File: src/rtl/fec_link_bringup_ctrl.sv
// Link bring-up sequencer: GT reset, bit lock, frame lock, PRBS verification,
// bounded retries with backoff, and continuous lock supervision once up.
module fec_link_bringup_ctrl #(
  parameter int unsigned GT_RST_CYCLES  = 64,
  parameter int unsigned BIT_TO         = 200000,
  parameter int unsigned FRAME_TO       = 200000,
  parameter int unsigned PRBS_TO        = 400000,
  parameter int unsigned STABLE_CYCLES  = 100000,
  parameter int unsigned BACKOFF_CYCLES = 1000,
  parameter int unsigned MAX_RETRIES    = 3,
  parameter int unsigned TW             = 24
) (
  input  logic        clk,
  input  logic        rst,
  input  logic        en,
  input  logic        bit_locked,
  input  logic        frame_locked,
  input  logic        prbs_meas_ok,
  input  logic [7:0]  prbs_err_vec,
  output logic        gt_rst,
  output logic        prbs_clr,
  output logic        link_up,
  output logic        link_fail,
  output logic        lock_lost,
  output logic [3:0]  state,
  output logic [1:0]  retry_cnt,
  output logic [15:0] relock_cnt
);

  typedef enum logic [3:0] {
    S_IDLE       = 4'd0,
    S_GT_RST     = 4'd1,
    S_WAIT_BIT   = 4'd2,
    S_WAIT_FRAME = 4'd3,
    S_WAIT_PRBS  = 4'd4,
    S_VERIFY     = 4'd5,
    S_LINK_UP    = 4'd6,
    S_BACKOFF    = 4'd7,
    S_FAIL       = 4'd8
  } state_t;

  localparam logic [TW-1:0] GT_RST_LAST  = TW'(GT_RST_CYCLES - 1);
  localparam logic [TW-1:0] BIT_LAST     = TW'(BIT_TO - 1);
  localparam logic [TW-1:0] FRAME_LAST   = TW'(FRAME_TO - 1);
  localparam logic [TW-1:0] PRBS_LAST    = TW'(PRBS_TO - 1);
  localparam logic [TW-1:0] STABLE_LAST  = TW'(STABLE_CYCLES - 1);
  localparam logic [TW-1:0] BACKOFF_LAST = TW'(BACKOFF_CYCLES - 1);
  localparam logic [1:0]    MAX_R        = 2'(MAX_RETRIES);

  state_t        state_q, state_d;
  logic [TW-1:0] timer_q, timer_d;
  logic [1:0]    retry_q, retry_d;
  logic [15:0]   relock_q, relock_d;
  logic          gt_rst_q, gt_rst_d;
  logic          prbs_clr_q, prbs_clr_d;
  logic          link_up_q, link_up_d;
  logic          link_fail_q, link_fail_d;
  logic          lock_lost_q, lock_lost_d;

  logic prbs_good;
  logic prbs_bad;
  logic fault;

  assign prbs_good = prbs_meas_ok & (prbs_err_vec == 8'd0);
  assign prbs_bad  = prbs_meas_ok & (prbs_err_vec != 8'd0);

  // Next-state, counters and registered-output values
  always_comb begin
    state_d     = state_q;
    retry_d     = retry_q;
    relock_d    = relock_q;
    lock_lost_d = 1'b0;
    fault       = 1'b0;

    if (!en) begin
      state_d = S_IDLE;
    end else begin
      unique case (state_q)
        S_IDLE:   state_d = S_GT_RST;
        S_GT_RST: if (timer_q == GT_RST_LAST) state_d = S_WAIT_BIT;
        S_WAIT_BIT: begin
          if (bit_locked)                 state_d = S_WAIT_FRAME;
          else if (timer_q == BIT_LAST)   fault   = 1'b1;
        end
        S_WAIT_FRAME: begin
          if (!bit_locked)                fault   = 1'b1;
          else if (frame_locked)          state_d = S_WAIT_PRBS;
          else if (timer_q == FRAME_LAST) fault   = 1'b1;
        end
        S_WAIT_PRBS: begin
          if (!bit_locked || !frame_locked) fault   = 1'b1;
          else if (prbs_good)               state_d = S_VERIFY;
          else if (timer_q == PRBS_LAST)    fault   = 1'b1;
        end
        S_VERIFY: begin
          if (!prbs_good || !bit_locked || !frame_locked) fault   = 1'b1;
          else if (timer_q == STABLE_LAST)                state_d = S_LINK_UP;
        end
        S_LINK_UP: begin
          if (!bit_locked || !frame_locked || prbs_bad) begin
            state_d     = S_BACKOFF;
            lock_lost_d = 1'b1;
            if (relock_q != 16'hFFFF) relock_d = relock_q + 16'd1;
          end
        end
        S_BACKOFF: if (timer_q == BACKOFF_LAST) state_d = S_GT_RST;
        S_FAIL:    state_d = S_FAIL;
        default:   state_d = S_IDLE;
      endcase
    end

    if (fault) begin
      if (retry_q == MAX_R) begin
        state_d = S_FAIL;
      end else begin
        retry_d = retry_q + 2'd1;
        state_d = S_BACKOFF;
      end
    end

    // Retry count restarts whenever the link comes up or the block idles
    if (state_d == S_IDLE || (state_d == S_LINK_UP && state_q != S_LINK_UP))
      retry_d = '0;

    timer_d = (state_d != state_q) ? '0 : timer_q + TW'(1);

    gt_rst_d    = (state_d == S_IDLE) || (state_d == S_GT_RST) ||
                  (state_d == S_BACKOFF) || (state_d == S_FAIL);
    prbs_clr_d  = (state_d == S_LINK_UP) && (state_q != S_LINK_UP);
    link_up_d   = (state_d == S_LINK_UP);
    link_fail_d = (state_d == S_FAIL);
  end

  // State, timer, counters and outputs register with synchronous reset
  always_ff @(posedge clk) begin
    if (rst) begin
      state_q     <= S_IDLE;
      timer_q     <= '0;
      retry_q     <= '0;
      relock_q    <= '0;
      gt_rst_q    <= 1'b1;
      prbs_clr_q  <= 1'b0;
      link_up_q   <= 1'b0;
      link_fail_q <= 1'b0;
      lock_lost_q <= 1'b0;
    end else begin
      state_q     <= state_d;
      timer_q     <= timer_d;
      retry_q     <= retry_d;
      relock_q    <= relock_d;
      gt_rst_q    <= gt_rst_d;
      prbs_clr_q  <= prbs_clr_d;
      link_up_q   <= link_up_d;
      link_fail_q <= link_fail_d;
      lock_lost_q <= lock_lost_d;
    end
  end

  assign gt_rst     = gt_rst_q;
  assign prbs_clr   = prbs_clr_q;
  assign link_up    = link_up_q;
  assign link_fail  = link_fail_q;
  assign lock_lost  = lock_lost_q;
  assign state      = state_q;
  assign retry_cnt  = retry_q;
  assign relock_cnt = relock_q;

endmodule

File: config.mk
export PLATFORM = sky130hd
export DESIGN_NAME = fec_link_bringup_ctrl
export DESIGN_NICKNAME = d
export VERILOG_FILES = /design/src/rtl/fec_link_bringup_ctrl.sv
export SDC_FILE = /design/constraint.sdc
export NUM_CORES = 1
export LEC_CHECK = 0
export ABC_CLOCK_PERIOD_IN_PS = 2900
export CAP_MARGIN = 20
export CORE_MARGIN = 4
export CORE_UTILIZATION = 57
export CTS_BUF_LIST = sky130_fd_sc_hd__clkbuf_8
export DETAILED_ROUTE_END_ITERATION = 8
export GPL_TIMING_DRIVEN = 0
export PLACE_DENSITY = 0.83
export SYNTH_ARGS = -nofsm -noshare
export SYNTH_HDL_FRONTEND = slang
export SYNTH_SLANG_ARGS = --single-unit
File: constraint.sdc
create_clock -name clk -period 2.9 [get_ports clk]
set_input_delay 0.435 -clock clk [delete_from_list [all_inputs] [get_ports clk]]
set_output_delay 0.435 -clock clk [all_outputs]
set_load 0.05 [all_outputs]
==> key figures, run 1 <==
Run status
  • Status: complete, no violations

Synthesis
  • Synth Area in Adders: 1.29%
  • #FFs+latches synth: 51
  • Syn_nets: 337
  • Top FF cell, synth: dfxtp_1
  • Synth unique cells: 47
  • Mux cell area share after synthesis: 0.344%
  • Seq/Total Area, Yosys: 35.1%
  • Post-Synth XOR/XNOR Area: a little over a tenth
  • Synthesized cell area: around 0.0029 mm²
  • Fraction of registers with async set/reset: 0%
  • Avg Cell Area, Syn: approximately 9.1 µm²
  • Dominant combinational cell family by area after synthesis: simple AND/OR/NAND/NOR gates
  • Post-Synth Simple-Gate Area: between 30% and 40%
  • Synth Area in Compound Gates: 8.69%
  • Cell count after synthesis: 320
  • Synth Warn #: 0
  • EDFF count, synth: 0

Worst hold path
  • Hold path depth: 2
  • Hold crit path type: in2reg
  • Hold Path End: state[2]
  • Worst hold start: rst

STA
  • RSZ-0062 raised after global routing: true
  • Final Hold Vio Count: 0
  • Slew @ Worst Pin: 0.643 ns
  • Max-slew headroom: 56.9%
  • Fmax: 349 MHz
  • Tmin final: roughly 2.9 ns
  • Final setup vio count: 0
  • Setup WS post-layout: 0.0328 ns
  • Period utilization: 98.9%
  • Setup_tns: 0 ns
  • Pins over their slew limit: 0
  • Clk_skew: 0.00845 ns

Cells and area
  • Area delta synth->final: 30.8%
  • ANT cells: 0
  • NumNets Final: 391
  • Layout cells sized above 1: 19.7%

Routing
  • Number of nets with antenna violations after routing: 0
  • TritonRoute pass-1 iters: 6
  • Via Count: 2762
  • Routed WL: 7.91 mm
  • Drt drc: 0
  • Iter 0 DRT Violations: approximately 350
  • Wire per inst: 17.9 µm
  • Vias per inst: 6.25

Global route
  • First-pass GRT wire length: 12.1 mm
  • Most Used Layer, Global Route: met2
  • Remaining Overflow, GRT: 0
  • GRT met1 Usage: 31.9%
  • Total GRT Usage: a little under a quarter
  • Initial antenna violation count: 0
  • Met3 Track Usage GR: 4.63%
  • Vias in the first global route: 2546
  • Largest net degree at the start of global routing: 19
  • Met2 Usage GRT: a little under two fifths

Critical path
  • CP cell instances: or2_1 > or4_4 > o41a_1 > or3_4 > nor3_4 > o22ai_4 > clkbuf_16 > nor4b_4
  • CP Class: reg2reg
  • RR Startpoint: timer_q[6]
  • Critical Path End Type: flip-flop
  • Data required, critical path: ~3.1 ns
  • CP peak stage delay: between 0.4 and 0.5 ns
  • Arrival @ worst endpoint: 3.11 ns
  • CP startpoint kind: flip-flop
  • Worst reg-to-reg setup slack: 0.03 ns
  • Slowest CP cell: o41a_1
  • Reg-to-reg endpoint: timer_q[9]
  • Register-to-Register Path Depth: 8
  • Worst Path Max Fanout: 8

Floorplan
  • Total core area: 0.00482 mm²
  • Site Rows: 25
  • Die ar.: 0.00631 mm²
  • Die Y-Extent: 79.4 µm
  • Die Wd: a little under 80 µm
  • IO Pins: 41
  • Starting density of the core: between 60 and 70%

Placement
  • GPL Wtd Cong: 0.925
  • Detailed placer's ending HPWL: 5.15 mm
  • Input/output buffers: 39
  • Place WS: -0.656 ns

Power and ir drop
  • PwrDens: about 340 mW/mm²
  • Leak: 1.29 nW
  • Max rail drop VDD: around 0.27 mV

Clock network
  • # H-tree levels: 2
  • CTS Buffer Depth: 2
  • CTS tree: done
  • Number of buffers created by CTS: 5
  • Clock-pin slew on the worst setup and hold paths: 0.10 ns
  • Clock Sinks: 51
  • Root Buffer: clkbuf_8
  • Clk_lat worst skew: 0.32 ns

Job
  • Max Cap Viol: 0
## sequential cells by signal, summed over array words and instances (netlist names)
| name | flops |
|---|---|
| retry_cnt | 2 |
| link_up | 1 |
| prbs_clr | 1 |
| state | 4 |
| lock_lost | 1 |
| link_fail | 1 |
| gt_rst | 1 |
| relock_cnt | 16 |
| timer_q | 24 |
## synth_stat cells, types with 2 or more instances
master | count | area share [%]
nor2_1 | 32 | 4.1
a21oi_1 | 9 | 1.5
inv_1 | 8 | 1.0
xnor2_1 | 14 | 4.2
nor4_1 | 7 | 1.5
nor4b_2 | 20 | 10
dfxtp_1 | 51 | 35
or3_1 | 6 | 1.3
nand3b_1 | 2 | 0.52
a21o_1 | 2 | 0.52
nor4b_1 | 3 | 0.90
a31oi_1 | 3 | 0.65
o21ai_0 | 8 | 1.4
and2_1 | 3 | 0.65
nor3_2 | 2 | 0.69
nand3_1 | 16 | 2.8
and4_1 | 5 | 1.5
nor3_1 | 11 | 1.9
o21a_1 | 2 | 0.52
and3_1 | 2 | 0.43
o211ai_1 | 2 | 0.52
nand2_1 | 24 | 3.1
nor2b_1 | 7 | 1.5
and4b_1 | 3 | 1.0
clkbuf_1 | 8 | 1.0
nand4_1 | 13 | 2.8
nor4bb_1 | 4 | 1.4
buf_6 | 4 | 1.5
xor2_1 | 22 | 6.6
ha_1 | 3 | 1.3
or4_1 | 8 | 2.1
## routing by layer
metal / routed length [µm] / up-vias
met5: 0 / -
met4: 153 / 0
met3: 677 / 18
met2: 3760 / 169
met1: 3320 / 1287
li1: - / 1288
## power breakdown
part,switching (mW),total (mW),internal (mW)
combinational,0.0743,0.148,0.0733
clock,0.263,0.439,0.176
sequential,0.00589,0.708,0.702
## stage by stage
| step | instance area, µm² | total power, mW | util [%] | cells | hold slack (ns) |
|---|---|---|---|---|---|
| 4_1_cts | 3520 | 1.27 | 73.0 | 434 | 0.425 |
| 5_1_grt | 3800 | 1.34 | 78.9 | 442 | 0.483 |
| 3_5_place_dp | 3380 | 0.833 | 70.2 | 426 | 0.506 |
| 6_report | 3800 | 1.29 | 78.9 | 442 | 0.441 |
| 3_3_place_gp | 3380 | 0.829 | 70.2 | 426 | 0.488 |
| 2_1_floorplan | 2910 | 0.795 | - | 320 | 0.465 |
## critical path: cells and delay by family (launching register included)
family                 cells  cell delay, ns
AOI/OAI and AO/OA          2            0.64
buffers and inverters      1            0.21
and+or+nand+nor            5            1.59
DFF                        1            0.36
## what timing repair did
action / in CTS / in global routing
hold buffers: 0 / 0
cloned: 0 / 2
pin swaps: 3 / 17
buffers inserted: 1 / 7
endpoints found under the setup margin: 25 / 21
resized for setup: 8 / 43
## area by class of cell
cell class                      count  area, µm²
Multi-Input combinational cell    248       1960
Fill cell                         316       1010
Sequential cell                    51       1030
Clock inverter                      3       25.0
Buffer                             11       80.1
Inverter                            8       30.0
Timing Repair Buffer               49        520
Clock buffer                        5       68.8
Tap cell                           67       83.8
## layout by cell type, fill, tap and decap left out, types with 3 or more instances in the layout
master	count
clkbuf_1	5
nand4_1	13
inv_1	8
o21ai_0	8
dlymetal6s2s_1	8
or3_1	4
nor4b_4	4
nor4_4	4
nor2b_1	7
and4_1	4
buf_4	8
dfxtp_2	3
and2_1	3
xor2_1	22
nand2_1	22
clkdlybuf4s50_1	31
or4_1	4
nor4bb_1	4
nand3_1	16
or4_4	4
a21oi_1	8
clkbuf_8	5
nor4_1	3
dfxtp_1	46
nor4b_2	18
nor3_1	10
nor2_1	32
xnor2_1	14
and4b_1	3
## cells by family after synthesis
logic type                 after synthesis
muxes                                    1
AOI/OAI and AO/OA                       36
DFF                                     51
adders and majority gates                3
buffers and inverters                   21
xor gates and xnor gates                36
and+or+nand+nor                        172
## how the worst max path moves through the flow
stage / startpoint / to / depth (start not counted)
after floorplan: state[1] / timer_q[23] / 9
after detailed placement: prbs_err_vec[5] / timer_q[21] / 9
after global placement: prbs_err_vec[5] / timer_q[0] / 9
final: timer_q[6] / timer_q[9] / 8
after CTS: prbs_err_vec[5] / timer_q[21] / 9
after global routing: timer_q[6] / timer_q[9] / 8
Power figures use the tool's default switching activity.
==> run 2: changes to the inputs <==
--- a/config.mk
+++ b/config.mk
@@ -7,7 +7,6 @@
 export LEC_CHECK = 0
 export ABC_CLOCK_PERIOD_IN_PS = 2900
 export CAP_MARGIN = 20
-export CORE_MARGIN = 4
 export CORE_UTILIZATION = 57
 export CTS_BUF_LIST = sky130_fd_sc_hd__clkbuf_8
 export DETAILED_ROUTE_END_ITERATION = 8
==> key figures, run 2 (synthesis results as in run 1) <==
Critical path
  • CP startpoint kind: primary input
  • CP peak stage delay: 0.44 ns (-0.03 ns)
  • RR Startpoint: state[2]
  • CP cell instances: clkdlybuf4s50_1 > or4_4 > or3_4 > a221o_1 > a21oi_2 > o21a_1 > o22ai_4 > buf_8 > nor4b_4
  • Slowest CP cell: or3_4
  • Register-to-Register Path Depth: 8 (unchanged)
  • Reg-to-reg endpoint: timer_q[17]
  • CP Class: in2reg
  • Worst reg-to-reg setup slack: 0.02 ns (about the same)
  • Critical Path End Type: flip-flop
  • Data required, critical path: 3.12 ns (-0.02 ns)
  • Worst Path Max Fanout: 7 (-1)
  • Arrival @ worst endpoint: 3.11 ns (about the same)

Routing
  • Routed WL: 7.81 mm (-1.2%)
  • TritonRoute pass-1 iters: 5 (-1)
  • Wire per inst: 17.7 µm (-1.2%)
  • Via Count: 2772 (+0.36%)
  • Number of nets with antenna violations after routing: 0 (unchanged)
  • Drt drc: 0 (unchanged)
  • Iter 0 DRT Violations: 481 (+36%)
  • Vias per inst: 6.27 (+0.36%)

Cells and area
  • Area delta synth->final: 30.9% (about the same)
  • Final Instance Area: 0.00380 mm² (about the same)
  • NumNets Final: 391 (unchanged)
  • Commonest non-fill, non-tap cell in the layout: dfxtp_1
  • Final Non-Filler Cells: 442 (unchanged)
  • ANT cells: 0 (unchanged)
  • Max reg flops: 24 (unchanged)
  • Commonest cells after routing, fill and taps aside: dfxtp_1, clkdlybuf4s50_1, nor2_1
  • Biggest register: timer_q
  • Layout cells sized above 1: 20.5% (+0.80 points)

Clock network
  • Clk_lat worst skew: 0.32 ns (about the same)
  • # H-tree levels: 2 (unchanged)
  • Root Buffer: clkbuf_8
  • CTS Buffer Depth: 2 (unchanged)
  • Cts hold-fix bufs: 0 (unchanged)
  • Clock Sinks: 51 (unchanged)
  • Number of buffers created by CTS: 5 (unchanged)
  • Clock-pin slew on the worst setup and hold paths: 0.11 ns (about the same)
  • CTS tree: done

Power and ir drop
  • Total power: 1.30 mW (+0.56%)
  • Leak: 1.29 nW (-0.20%)
  • PwrDens: 342 mW/mm² (+0.49%)
  • Max rail drop VDD: 0.309 mV (+13%)

Global route
  • Largest net degree at the start of global routing: 19 (unchanged)
  • First-pass GRT wire length: 11.4 mm (-6.3%)
  • Remaining Overflow, GRT: 0 (unchanged)
  • Total GRT Usage: 27.3% (+3.4 points)
  • Vias in the first global route: 2414 (-5.2%)
  • Initial antenna violation count: 0 (unchanged)

Job
  • Max Cap Viol: 0 (unchanged)

Placement
  • Detailed placer's ending HPWL: 4.86 mm (-5.6%)
  • DP Area: 0.00338 mm² (unchanged)
  • Input/output buffers: 39 (unchanged)
  • Dpl cells: 426 (unchanged)
  • GPL Wtd Cong: 0.932 (+0.71%)

Worst hold path
  • Hold Path End: state[2]
  • Hold crit path type: in2reg
  • Worst hold start: rst
  • Hold path depth: 2 (unchanged)

Floorplan
  • IO Pins: 41 (unchanged)
  • Starting density of the core: 60.4% (unchanged)
  • Die ar.: 0.00539 mm² (-15%)
  • Die Wd: 73.4 µm (-7.6%)
  • Total core area: 0.00482 mm² (unchanged)
  • Die Y-Extent: 73.4 µm (-7.6%)
  • Site Rows: 25 (unchanged)

STA
  • RSZ-0062 raised after global routing: true
  • Clk_skew: 0.00921 ns (+0.000765 ns)
  • Max-slew headroom: 56.2% (-0.72 points)
  • Worst hold slack: 0.446 ns (+0.00539 ns)
  • Slew @ Worst Pin: 0.654 ns (+0.0107 ns)
  • Period utilization: 99.5% (+0.68 points)
  • Final Hold Vio Count: 0 (unchanged)
  • Tmin final: 2.89 ns (+0.0197 ns)
  • Final setup vio count: 0 (unchanged)
  • Fmax: 346 MHz (-0.68%)
  • Pins over their slew limit: 0 (unchanged)

Run status
  • Status: complete, no violations
run 2: area by class of cell:
type	count	area (µm²)
multi-input combinational	248	1960
tap	67	83.8
inverter	8	30.0
fill	311	1010
timing repair buffer	49	515
sequential	51	1040
buffer	11	80.1
clock buffer	5	68.8
clock inverter	3	27.5
run 2: report_power, final:
| part | switching, mW | leakage, nW | internal, mW |
|---|---|---|---|
| Combinational | 0.0744 | 0.825 | 0.0724 |
| Sequential | 0.00493 | 0.415 | 0.701 |
| Clock | 0.269 | 0.0467 | 0.179 |
run 2: through the flow:
stage	utilization (%)	setup WS (ns)	TNS, ns
final	79.0	0.0131	0
after global routing	79.0	-0.0348	-0.248
after detailed placement	70.2	-0.654	-14.10
after global placement	70.2	-0.530	-12.42
after CTS	73.5	0.0324	0
after floorplan	-	0.0546	0
run 2: repair_timing:
item	CTS	global route
cloned	0	2
buffers inserted	1	7
pin swaps	7	20
endpoints found under the setup margin	25	23
gates resized for setup	12	40
run 2: worst max path at each step:
| stage | start | to | slack (ns) | cells after the start |
|---|---|---|---|---|
| after floorplan | state[1] | timer_q[23] | 0.05 | 9 |
| after global placement | prbs_err_vec[5] | timer_q[0] | -0.53 | 9 |
| after detailed placement | prbs_err_vec[5] | timer_q[17] | -0.65 | 9 |
| after CTS | prbs_err_vec[1] | timer_q[17] | 0.03 | 9 |
| after global routing | prbs_err_vec[1] | timer_q[17] | -0.03 | 9 |
| final | prbs_err_vec[1] | timer_q[17] | 0.01 | 9 |
run 2: metal layers:
| layer | track usage, % | vias to the layer above | part of all wire, % |
|---|---|---|---|
| li1 | - | 1287 | - |
| met1 | 37.4 | 1311 | 43 |
| met2 | 44.1 | 148 | 47 |
| met3 | 4.80 | 26 | 7.7 |
| met4 | 8.12 | 0 | 2.7 |
| met5 | 0 | - | 0 |
run 2: critical path: cells and delay by family:
| kind | cells | cell delay (ns) |
|---|---|---|
| simple gates | 3 | 1.15 |
| compound gates | 4 | 0.93 |
| buf+inv | 2 | 0.58 |
==> run 3: changes to the inputs <==
--- a/config.mk
+++ b/config.mk
@@ -5,13 +5,13 @@
 export SDC_FILE = /design/constraint.sdc
 export NUM_CORES = 1
 export LEC_CHECK = 0
-export ABC_CLOCK_PERIOD_IN_PS = 2900
+export ABC_CLOCK_PERIOD_IN_PS = 2400
 export CAP_MARGIN = 20
-export CORE_UTILIZATION = 57
+export CORE_UTILIZATION = 51
 export CTS_BUF_LIST = sky130_fd_sc_hd__clkbuf_8
 export DETAILED_ROUTE_END_ITERATION = 8
 export GPL_TIMING_DRIVEN = 0
-export PLACE_DENSITY = 0.83
+export PLACE_DENSITY = 0.78
 export SYNTH_ARGS = -nofsm -noshare
 export SYNTH_HDL_FRONTEND = slang
 export SYNTH_SLANG_ARGS = --single-unit
==> constraint.sdc (replaced) <==
create_clock -name clk -period 2.4 [get_ports clk]
set_input_delay 0.36 -clock clk [delete_from_list [all_inputs] [get_ports clk]]
set_output_delay 0.36 -clock clk [all_outputs]
set_load 0.05 [all_outputs]
==> key figures, run 3 (synthesis results as in run 1) <==
Run status
  • Status: complete, but fails checks
  • Failing checks: negative setup slack

Critical path
  • Register-to-Register Path Depth: 9 (+1)
  • CP peak stage delay: 0.58 ns (+0.14 ns)
  • Data required, critical path: 2.63 ns (-0.49 ns)
  • Critical path startpoint: timer_q[11]
  • RR Startpoint: timer_q[11]
  • CP startpoint kind: flip-flop
  • Critical path depth in cells: 9 (unchanged)
  • Critical Path End Type: flip-flop
  • Worst reg-to-reg setup slack: -0.44 ns (-0.46 ns)
  • Reg-to-reg endpoint: timer_q[4]
  • CP cell instances: or4_4 > or4_4 > nor4_4 > a21oi_2 > a31oi_4 > a211oi_4 > buf_6 > clkbuf_16 > nor4b_2
  • CP Class: reg2reg
  • Worst Path Max Fanout: 5 (-2)
  • Buf/Inv on CP: 2 (unchanged)
  • End point of the critical path: timer_q[4]
  • CP top delay family: simple AND/OR/NAND/NOR gates
  • Arrival @ worst endpoint: 3.07 ns (-0.04 ns)
  • Most Frequent Cell on Critical Path: or4_4
  • Slowest CP cell: or4_4

Placement
  • Detailed placer's ending HPWL: 4.88 mm (+0.40%)
  • Dpl cells: 431 (+1.2%)
  • GPL Wtd Cong: 0.901 (-3.3%)
  • DP Area: 0.00345 mm² (+2.1%)
  • Place WS: -0.766 ns (-0.112 ns)
  • Input/output buffers: 39 (unchanged)

Cells and area
  • ANT cells: 0 (unchanged)
  • Area delta synth->final: 44.3%
  • Commonest non-fill, non-tap cell in the layout: dfxtp_1
  • NumNets Final: 416 (+6.4%)
  • Max reg flops: 24 (unchanged)
  • Biggest register: timer_q
  • Final Instance Area: 0.00420 mm² (+10%)
  • Layout cells sized above 1: 28.7% (+8.2 points)
  • Final Non-Filler Cells: 472 (+6.8%)
  • Layout Utilization: 76.2% (-2.8 points)
  • Commonest cells after routing, fill and taps aside: dfxtp_1, clkdlybuf4s50_1, nor2_1

Routing
  • Iter 0 DRT Violations: 443 (-7.9%)
  • Routed WL: 9.44 mm (+21%)
  • Wire per inst: 20.0 µm (+13%)
  • Vias per inst: 6.40 (+2.1%)
  • Via Count: 3022 (+9.0%)
  • Number of nets with antenna violations after routing: 0 (unchanged)
  • Drt drc: 0 (unchanged)
  • TritonRoute pass-1 iters: 5 (unchanged)

Power and ir drop
  • Combinational fraction of design power: 12.6% (+1.3 points)
  • Switching power: 0.420 mW (+20%)
  • Total power: 1.60 mW (+23%)
  • Leak: 1.42 nW (+10%)
  • PwrDens: 381 mW/mm² (+11%)
  • Cell internal pwr: 1.18 mW (+24%)
  • Max rail drop VDD: 0.277 mV (-10%)
  • Sw Ratio: 26.3% (-0.53 points)
  • Clock share of power: 34.1% (-0.4 points)
  • Seq pwr share: 53.3% (-0.9 points)

Clock network
  • Clk_lat worst skew: 0.32 ns (about the same)
  • Clock-pin slew on the worst setup and hold paths: 0.10 ns (about the same)
  • CTS Buffer Depth: 2 (unchanged)
  • Number of buffers created by CTS: 5 (unchanged)
  • Root Buffer: clkbuf_8
  • Cts hold-fix bufs: 0 (unchanged)
  • Clock Sinks: 51 (unchanged)
  • CTS tree: done
  • # H-tree levels: 2 (unchanged)

STA
  • Clk_skew: 0.0127 ns (+0.00350 ns)
  • Setup WS post-layout: -0.445 ns (-0.458 ns)
  • Fmax: between 300 and 400 MHz
  • Final Hold Vio Count: 0 (unchanged)
  • Max-slew headroom: 60.6% (+4.4 points)
  • Setup_tns: -11.30 ns (-11.30 ns)
  • Final setup vio count: 32 (+32)
  • Tmin final: approximately 2.8 ns
  • Slew @ Worst Pin: 0.586 ns (-0.0678 ns)
  • RSZ-0062 raised after global routing: true
  • Worst hold slack: 0.391 ns (-0.0554 ns)
  • Period utilization: 119%
  • Pins over their slew limit: 0 (unchanged)

Floorplan
  • Die ar.: 0.00601 mm² (+11%)
  • Die Wd: 77.5 µm (+5.6%)
  • Site Rows: 27 (+8.0%)
  • Die Y-Extent: 77.5 µm (+5.6%)
  • Starting density of the core: 52.8% (-7.6 points)
  • IO Pins: 41 (unchanged)
  • Total core area: 0.00551 mm² (+14%)

Global route
  • Total GRT Usage: 27.8% (+0.49 points)
  • Vias in the first global route: 2733 (+13%)
  • Remaining Overflow, GRT: 0 (unchanged)
  • First-pass GRT wire length: 13.2 mm (+16%)
  • Initial antenna violation count: 0 (unchanged)
  • Largest net degree at the start of global routing: 17 (-2)

Worst hold path
  • Hold crit path type: in2reg

Job
  • Max Cap Viol: 0 (unchanged)
run 3: per-layer routing:
layer,part of all wire [%],global-route usage (%)
met1,39,32.8
met2,47,45.4
met3,8.1,6.82
met4,5.4,17.0
met5,0,0
run 3: worst reg2reg max path, cell delays in order, from the launching register on:
cell       delay (ns)
dfxtp_1          0.39
or4_4            0.58
or4_4            0.45
nor4_4           0.27
a21oi_2          0.17
a31oi_4          0.23
a211oi_4         0.09
buf_6            0.16
clkbuf_16        0.15
nor4b_2          0.26
run 3: layout make-up:
class	count	area (µm²)
multi-input cells	248	2080
inverters	8	30.0
clock inverters	2	16.3
plain buffers	13	121
repair buffers	72	727
flip-flops and latches	51	1050
clock buffers	6	82.6
well taps	72	90.1
fillers	332	1310
run 3: how the worst min path moves through the flow:
stage / startpoint / endpoint / depth (start not counted) / slack (ns)
after floorplan: timer_q[0] / timer_q[0] / 1 / 0.47
after global placement: timer_q[0] / timer_q[0] / 1 / 0.49
after detailed placement: relock_cnt[15] / relock_cnt[15] / 2 / 0.49
after CTS: rst / state[2] / 2 / 0.35
after global routing: rst / state[2] / 2 / 0.42
final: rst / state[2] / 2 / 0.39
run 3: timing repair:
| action | 4_1_cts | 5_1_grt |
|---|---|---|
| setup buffers | 24 | 8 |
| setup endpoints to repair | 41 | 41 |
| pin swaps | 26 | 13 |
| cloned | 2 | 1 |
| gates resized for setup | 56 | 32 |
run 3: power groups by stage:
| stage | combinational (mW) | clock [mW] | sequential (mW) |
|---|---|---|---|
| final | 0.202 | 0.545 | 0.853 |
| after global routing | 0.212 | 0.578 | 0.854 |
| after CTS | 0.170 | 0.547 | 0.852 |
| after detailed placement | 0.132 | 0 | 0.873 |
| after global placement | 0.131 | 0 | 0.873 |
| after floorplan | 0.0859 | 0 | 0.876 |
==> RTL edit: new RTL, config.mk and constraints of run 1 <==
`TW`: 24 -> 48.
--- a/src/rtl/fec_link_bringup_ctrl.sv
+++ b/src/rtl/fec_link_bringup_ctrl.sv
@@ -8,7 +8,7 @@
   parameter int unsigned STABLE_CYCLES  = 100000,
   parameter int unsigned BACKOFF_CYCLES = 1000,
   parameter int unsigned MAX_RETRIES    = 3,
-  parameter int unsigned TW             = 24
+  parameter int unsigned TW             = 48
 ) (
   input  logic        clk,
   input  logic        rst,
Function: same outputs for any inputs over 10 cycles, from zero or initial values and one cycle with rst high; that may be too few to reach the edited logic, so the function may still have changed.
==> RTL edit against run 1 <==
The run now ends with setup timing left; routed wire length up 49%; area after synthesis up 40%; setup slack lost 0.16 ns; sequential share of layout area up 1.8 points; maximum frequency fell by 5.2%; final area increased by 37%; sequential cell count is 24 higher; die area increased by 35%; first-iteration DRC count is 4.0% higher; power grew 70%; highest routed layer unchanged.
==> RTL edit: results (changes against run 1) <==
outcome finished with violations; violated checks setup timing; total length of routed wires 11.8 mm (+49%); Starting Density 59.1% (-1.2 points); wire length on met2 5.65 mm (+50%); routed wire length on met3 1.09 mm (+61%); layout cells sized above 1 19.4% (-0.29 points); worst-case setup margin in the final layout -0.124 ns (-0.156 ns); via count of the first global-routing pass 3641 (+43%); number of DRC markers after the initial detailed-route iteration 368 (+4.0%); total number of H-tree levels 3 (+1); Inst Count DP 613 (+44%); Final HPWL DP 6.93 mm (+35%); mean instance size in the synthesized netlist 8.50 um^2 (-6.5%); sum of routed wire segments on met1 4.60 mm (+39%); most used standard cells in the synthesized netlist 75 x dfxtp_1, 45 x nor3_1, 43 x nor2_1; share of synthesized area occupied by flip-flops and latches 37.0% (+1.8 points); number of setup violations in the final report 46 (+46); final clock skew 0.0171 ns (+0.00864 ns); cell type of the slowest stage on the worst timing path dfxtp_1; GPL Wtd Cong 0.928 (+0.34%); maximum number of pins on one net before global-route repair 15 (-4); flip-flop count of the largest register, all copies and words added 48 (+100%); post-place instance area 4570 um^2 (+35%); Tightest Pin Transition 0.564 ns (-0.0795 ns); fill cell count 466 (+47%)
[RTL edit: cell types whose count changed after synthesis, moves of 7 or more]
cell            run 1  this run
nor3_2              2        20
nand3_1            16        25
nor3_1             11        45
nor2_1             32        43
dfxtp_1            51        75
nor4b_2            20         0
nand4_1            13        21
nor2b_1             7         0
nor4_1              7        27
xnor2_1            14        35
[RTL edit: layout make-up]
class | count | area share [%]
plain buffers | 18 | 2.66
flip-flops and latches | 75 | 29.0
inverters | 12 | 0.864
multi-input cells | 370 | 50.7
repair buffers | 49 | 10.2
clock inverters | 7 | 1.92
well taps | 96 | 2.30
clock buffers | 9 | 2.38
[RTL edit: routing by layer]
layer | track usage, % | vias to the layer above
met5 | 0 | -
met4 | 8.04 | 0
met3 | 6.58 | 52
met2 | 40.2 | 255
met1 | 30.3 | 1909
li1 | - | 1855
[RTL edit: worst max-delay path: cells and delay by family (launching register included)]
| family | cells | cell delay [ns] |
|---|---|---|
| flip-flops | 1 | 0.48 |
| adder cells (fa/ha/maj) | 1 | 0.23 |
| AND/OR/NAND/NOR | 4 | 1.12 |
| buffers and inverters | 2 | 0.35 |
| AO/OA/AOI/OAI | 4 | 0.77 |
[RTL edit: worst max-delay path by stage]
stage,from,to,slack [ns],cells after the start
6_report,timer_q[0]$_SDFF_PP0_,timer_q[12]$_SDFF_PP0_,-0.12,11
5_1_grt,timer_q[0]$_SDFF_PP0_,timer_q[13]$_SDFF_PP0_,-0.19,11
4_1_cts,timer_q[11]$_SDFF_PP0_,timer_q[6]$_SDFF_PP0_,0.001,10
3_5_place_dp,prbs_err_vec[1],timer_q[38]$_SDFF_PP0_,-0.73,10
3_3_place_gp,prbs_err_vec[1],timer_q[33]$_SDFF_PP0_,-0.64,10
2_1_floorplan,state[1]$_SDFF_PP0_,timer_q[19]$_SDFF_PP0_,0.03,11
[RTL edit: what timing repair did]
item                                    CTS  global route
pin swaps                                 5            10
endpoints found under the setup margin   56            50
resized for setup                        16            58
cloned                                    0             2
setup buffers                             3             5
[RTL edit: where the power goes]
group / internal (W) / switching [W]
Sequential: 0.00103 / 0.00000679
Clock: 0.000490 / 0.000442
Combinational: 0.000101 / 0.000129
Total: 0.00162 / 0.000577
[RTL edit: kinds of logic after synthesis]
group                    count (synthesis)  share of synthesized area [%]
AO/OA/AOI/OAI                           42                           7.08
XOR/XNOR                                57                           12.3
adder cells (fa/ha/maj)                  3                          0.924
buffers and inverters                   33                           4.34
flip-flops                              75                           37.0
multiplexers                             3                          0.770
AND/OR/NAND/NOR                        265                           37.6
